==> src/rtl/lane_load_demux.sv <==
// Write-side lane distributor: takes a valid/ready word stream and emits one registered
// one-hot strobe plus shared data per beat, lane k receiving word k of each frame.
module lane_load_demux #(
    parameter int DATA_W    = 17,
    parameter int NUM_LANES = 32,
    parameter int IDX_W     = 5
) (
    input  logic                 clk,
    input  logic                 rst_n,
    input  logic                 start,
    input  logic                 abort,
    input  logic                 in_valid,
    input  logic [DATA_W-1:0]    in_data,
    output logic                 in_ready,
    output logic [NUM_LANES-1:0] lane_we,
    output logic [DATA_W-1:0]    lane_data,
    output logic [IDX_W-1:0]     lane_idx,
    output logic                 busy,
    output logic                 frame_done
);

    typedef enum logic [1:0] {
        ST_IDLE = 2'd0,
        ST_LOAD = 2'd1,
        ST_DONE = 2'd2
    } state_t;

    localparam logic [IDX_W-1:0] LAST_IDX = IDX_W'(NUM_LANES - 1);
    localparam logic [IDX_W-1:0] IDX_ONE  = IDX_W'(1);
    localparam logic [IDX_W-1:0] IDX_ZERO = IDX_W'(0);

    function automatic logic [NUM_LANES-1:0] lane_onehot(input logic [IDX_W-1:0] idx);
        logic [NUM_LANES-1:0] vec;
        vec      = {NUM_LANES{1'b0}};
        vec[idx] = 1'b1;
        return vec;
    endfunction

    state_t               state_r;
    state_t               state_nxt_s;
    logic [IDX_W-1:0]     idx_r;
    logic [IDX_W-1:0]     idx_nxt_s;
    logic                 ready_s;
    logic                 accept_s;
    logic [NUM_LANES-1:0] lane_we_r;
    logic [DATA_W-1:0]    lane_data_r;
    logic [IDX_W-1:0]     lane_idx_r;
    logic                 busy_r;
    logic                 frame_done_r;

    // ready depends only on state and abort so the source never sees a valid->ready loop
    assign ready_s  = (state_r == ST_LOAD) & ~abort;
    assign accept_s = ready_s & in_valid;

    // Next-state and lane counter decode
    always_comb begin
        state_nxt_s = state_r;
        idx_nxt_s   = idx_r;
        case (state_r)
            ST_IDLE: begin
                if (start) begin
                    state_nxt_s = ST_LOAD;
                    idx_nxt_s   = IDX_ZERO;
                end else begin
                    state_nxt_s = ST_IDLE;
                end
            end
            ST_LOAD: begin
                if (abort) begin
                    state_nxt_s = ST_IDLE;
                    idx_nxt_s   = IDX_ZERO;
                end else if (in_valid) begin
                    idx_nxt_s = idx_r + IDX_ONE;
                    if (idx_r == LAST_IDX) begin
                        state_nxt_s = ST_DONE;
                    end else begin
                        state_nxt_s = ST_LOAD;
                    end
                end else begin
                    state_nxt_s = ST_LOAD;
                end
            end
            ST_DONE: begin
                state_nxt_s = ST_IDLE;
                idx_nxt_s   = IDX_ZERO;
            end
            default: begin
                state_nxt_s = ST_IDLE;
                idx_nxt_s   = IDX_ZERO;
            end
        endcase
    end

    // State and lane counter registers
    always_ff @(posedge clk or negedge rst_n) begin
        if (!rst_n) begin
            state_r <= ST_IDLE;
            idx_r   <= IDX_ZERO;
        end else begin
            state_r <= state_nxt_s;
            idx_r   <= idx_nxt_s;
        end
    end

    // Registered lane outputs; data and index hold between accepted beats
    always_ff @(posedge clk or negedge rst_n) begin
        if (!rst_n) begin
            lane_we_r    <= {NUM_LANES{1'b0}};
            lane_data_r  <= {DATA_W{1'b0}};
            lane_idx_r   <= IDX_ZERO;
            busy_r       <= 1'b0;
            frame_done_r <= 1'b0;
        end else begin
            if (accept_s) begin
                lane_we_r   <= lane_onehot(idx_r);
                lane_data_r <= in_data;
                lane_idx_r  <= idx_r;
            end else begin
                lane_we_r   <= {NUM_LANES{1'b0}};
                lane_data_r <= lane_data_r;
                lane_idx_r  <= lane_idx_r;
            end
            // one cycle behind DONE so it never overlaps the last lane's strobe
            frame_done_r <= (state_r == ST_DONE);
            busy_r       <= (state_nxt_s != ST_IDLE);
        end
    end

    assign in_ready   = ready_s;
    assign lane_we    = lane_we_r;
    assign lane_data  = lane_data_r;
    assign lane_idx   = lane_idx_r;
    assign busy       = busy_r;
    assign frame_done = frame_done_r;

endmodule

==> config.mk <==
export PLATFORM = sky130hd
export DESIGN_NAME = lane_load_demux
export DESIGN_NICKNAME = d
export VERILOG_FILES = /design/src/rtl/lane_load_demux.sv
export SDC_FILE = /design/constraint.sdc
export NUM_CORES = 1
export LEC_CHECK = 0
export CAP_MARGIN = 0
export CORE_MARGIN = 2
export CORE_UTILIZATION = 50
export CTS_BUF_LIST = sky130_fd_sc_hd__clkbuf_4 sky130_fd_sc_hd__clkbuf_8
export DETAILED_ROUTE_END_ITERATION = 8
export PLACE_DENSITY = 0.95
export SYNTH_ARGS = -nofsm -noshare
export SYNTH_HDL_FRONTEND = slang
export SYNTH_SLANG_ARGS = --single-unit
==> constraint.sdc <==
create_clock -name clk -period 3.57 [get_ports clk]
set_input_delay 1.071 -clock clk [delete_from_list [all_inputs] [get_ports clk]]
set_output_delay 1.071 -clock clk [all_outputs]
set_load 0.1 [all_outputs]
==> impl_metrics.toml <==
[run_status]
outcome = "finished, final reports clean"

[synthesis]
synth_cells = 169
synth_cell_types = 31
synth_seq_cells = 63
yosysSeqAreaShare_pct = 68.0
avgSynthCellArea_um2 = 13.7
synth_area_um2 = 2320
syn_nets = 196
yosysWarnings = 0

[setup_path]
regToRegSetupSlack_ns = 1.91
worst-path-buf-inv = 2
timing.rr.end = "lane_we[2]$_DFF_PN0_"
crit_start = "abort"
critPathMaxFanout = 5
start_kind = "input pin"
critPathCaptureType = "primary output"
slowest_delay_ns = 0.49
path_delay_family = "buffers and inverters"
cpMaxStageDelayCell = "clkdlybuf4s50_1"
timing.rr.start = "state_r[1]$_DFF_PN0_"
path_cells = "clkdlybuf4s50_1 > nor3b_2 > buf_12"
reg2regPathDepth = 4
arrival_ns = 2.12
crit_type = "in -> out"
required_ns = 2.50

[drt]
drc_errors = 0
drt_iter0_markers = 92
dr.pass1.iters = 4
wire_per_inst_um = 14.5
vias = 1573
final_antenna_net_count = 0
wirelength_um = 4530
viasPerCell = 5.04

[sta]
hold_violations = 0
tns_ns = 0
period_share_pct = 89.3
relSlewSlack_pct = 73.6
drv_slew = 0
max_freq_ghz = 0.314
worstMarginPinSlew_ns = 0.395
finalSetupViolCount = 0
period_minus_slack_ns = 3.19
clock_skew_ns = 0.00434
rsz0062_at_grt = "no"
hold_ws_ns = 0.507

[grt]
grt_pass1_vias = 1529
overflow = 0
grtUsageMet2_pct = 31.1
busiest_layer = "met2"
grt_max_degree = 34
grt_usage_pct = 18.7
grt_pass1_wl_um = 7250
use_met1_pct = 22.8
antenna_found_initial = 0
met3_usage_pct = 5.00

[clocking]
postCtsHoldBufs = 0
cts_buffers = 9
htreeDepth = 3
clock_latency_ns = 0.33
clk_pin_slew_ns = 0.06
clockBufferDepth = 2
cts_tree = "built"
cts_root_buf = "clkbuf_8"
ctsResizeCount = 0
cts.sinks = 63
post-cts-setup-buffers = 0

[hold_path]
hold_class = "reg -> reg"
hold_depth = 1
holdPathEnd = "lane_data[6]$_DFFE_PN0P_"
hold_path.startpoint = "lane_data[6]$_DFFE_PN0P_"

[floorplanning]
dieArea_um2 = 5190
die_x_um = 72.1
num_rows = 24
dieHeight_um = 72.1
coreArea_um2 = 4410
io_pins = 79
start_util_pct = 52.5

[cells_and_area]
area.growth.synth_to_final_pct = 39.4
num-fill-cells = 307
stdcell_area_um2 = 3230
final_nets = 282
drive_gt1_share_pct = 40.4
n_antenna_cell = 0

[place]
gp_congestion = 0.796
io_buffers = 78
dpl-instance-area_um2 = 3010
dp_hpwl_um = 3150

[power]
power.density_nw_per_um2 = 688
ir_worst_vdd_v = 0.000435
p_leak_nw = 1.60

[job]
drv_cap = 0
==> synth_stat cells (all sizes together) <==
| cell type | n | share of area, % |
|---|---|---|
| a211o | 1 | 0.38 |
| a21oi | 2 | 0.43 |
| a22o | 2 | 0.76 |
| a31oi | 1 | 0.27 |
| and2 | 1 | 0.27 |
| and3 | 1 | 0.27 |
| and4bb | 1 | 0.54 |
| buf | 4 | 1.5 |
| clkbuf | 2 | 0.32 |
| dfrtp | 63 | 68 |
| ha | 5 | 2.7 |
| inv | 3 | 0.49 |
| mux2 | 23 | 12 |
| nand2 | 6 | 0.97 |
| nand3 | 2 | 0.43 |
| nand3b | 3 | 0.97 |
| nand4 | 1 | 0.27 |
| nor2 | 34 | 5.5 |
| nor2b | 2 | 0.54 |
| nor3 | 1 | 0.22 |
| nor3b | 1 | 0.32 |
| nor4b | 1 | 0.38 |
| o21ai | 2 | 0.43 |
| o21bai | 1 | 0.32 |
| or2 | 1 | 0.27 |
| or3 | 3 | 0.81 |
| or3b | 2 | 0.76 |
==> flip-flops by register name, summed over array words and instances (netlist names) <==
| signal | flops |
|---|---|
| busy | 1 |
| frame_done | 1 |
| idx_r | 5 |
| lane_data | 17 |
| lane_idx | 5 |
| lane_we | 32 |
| state_r | 2 |
==> where the power goes <==
group          switching, mW  internal (mW)
combinational          0.562          0.171
sequential            0.0382          0.780
clock                  0.254          0.414
total                  0.855           1.37
==> metal layers <==
metal / share of wire, % / wire (µm)
met5: 0 / 0
met4: 1.9 / 86
met3: 5.3 / 238
met2: 52 / 2330
met1: 41 / 1870
==> layout by cell type, fill, tap and decap left out, drive strengths merged, types with 3 or more instances in the layout <==
master         synthesis  routed
mux2                  23      23
clkdlybuf4s50          0      20
clkbuf                 2      12
buf                    4      61
or3                    3       3
dfrtp                 63      63
nand3b                 3       3
inv                    3       3
ha                     5       5
nand2                  6       6
nor2                  34      34
==> area by class of cell <==
class / count / area (µm²) / area share [%]
Timing Repair Buffer: 81 / 668 / 20.7
Multi-Input combinational cell: 97 / 692 / 21.4
Inverter: 3 / 11.3 / 0.349
Clock inverter: 4 / 70.1 / 2.17
Tap cell: 52 / 65.1 / 2.01
Sequential cell: 63 / 1580 / 48.8
Clock buffer: 12 / 146 / 4.53
==> per-stage QoR <==
stage	power, mW	setup slack, ns	utilization [%]	std cells
finish	2.22	0.382	73.2	312
detailed placement	1.57	0.377	68.3	296
global route	2.30	0.342	73.2	312
global placement	1.56	0.403	68.3	296
CTS	2.24	0.377	73.2	312
floorplan	1.39	0.187	-	169
==> cells by family (layout without fill, tap and decap cells) <==
group,count (synthesis),count (layout),synth area share [%]
simple gates,60,60,12.5
flops,63,63,68.0
compound gates,9,9,2.59
fa+ha+maj,5,5,2.70
buf+inv,9,100,2.32
mux,23,23,11.8
==> worst reg2reg max path, stage by stage (launching register included) <==
cell	delay [ns]
dfrtp_1	0.45
and4bb_2	0.32
buf_4	0.33
nand2_1	0.30
nor2_1	0.19
==> worst max path at each step <==
stage                    end  slack (ns)  cells past startpoint
global placement    in_ready        0.40                      3
global route        in_ready        0.34                      3
finish              in_ready        0.38                      3
CTS                 in_ready        0.38                      3
detailed placement  in_ready        0.38                      3
floorplan           in_ready        0.19                      1
No activity file was read; power rests on OpenSTA's default activity.
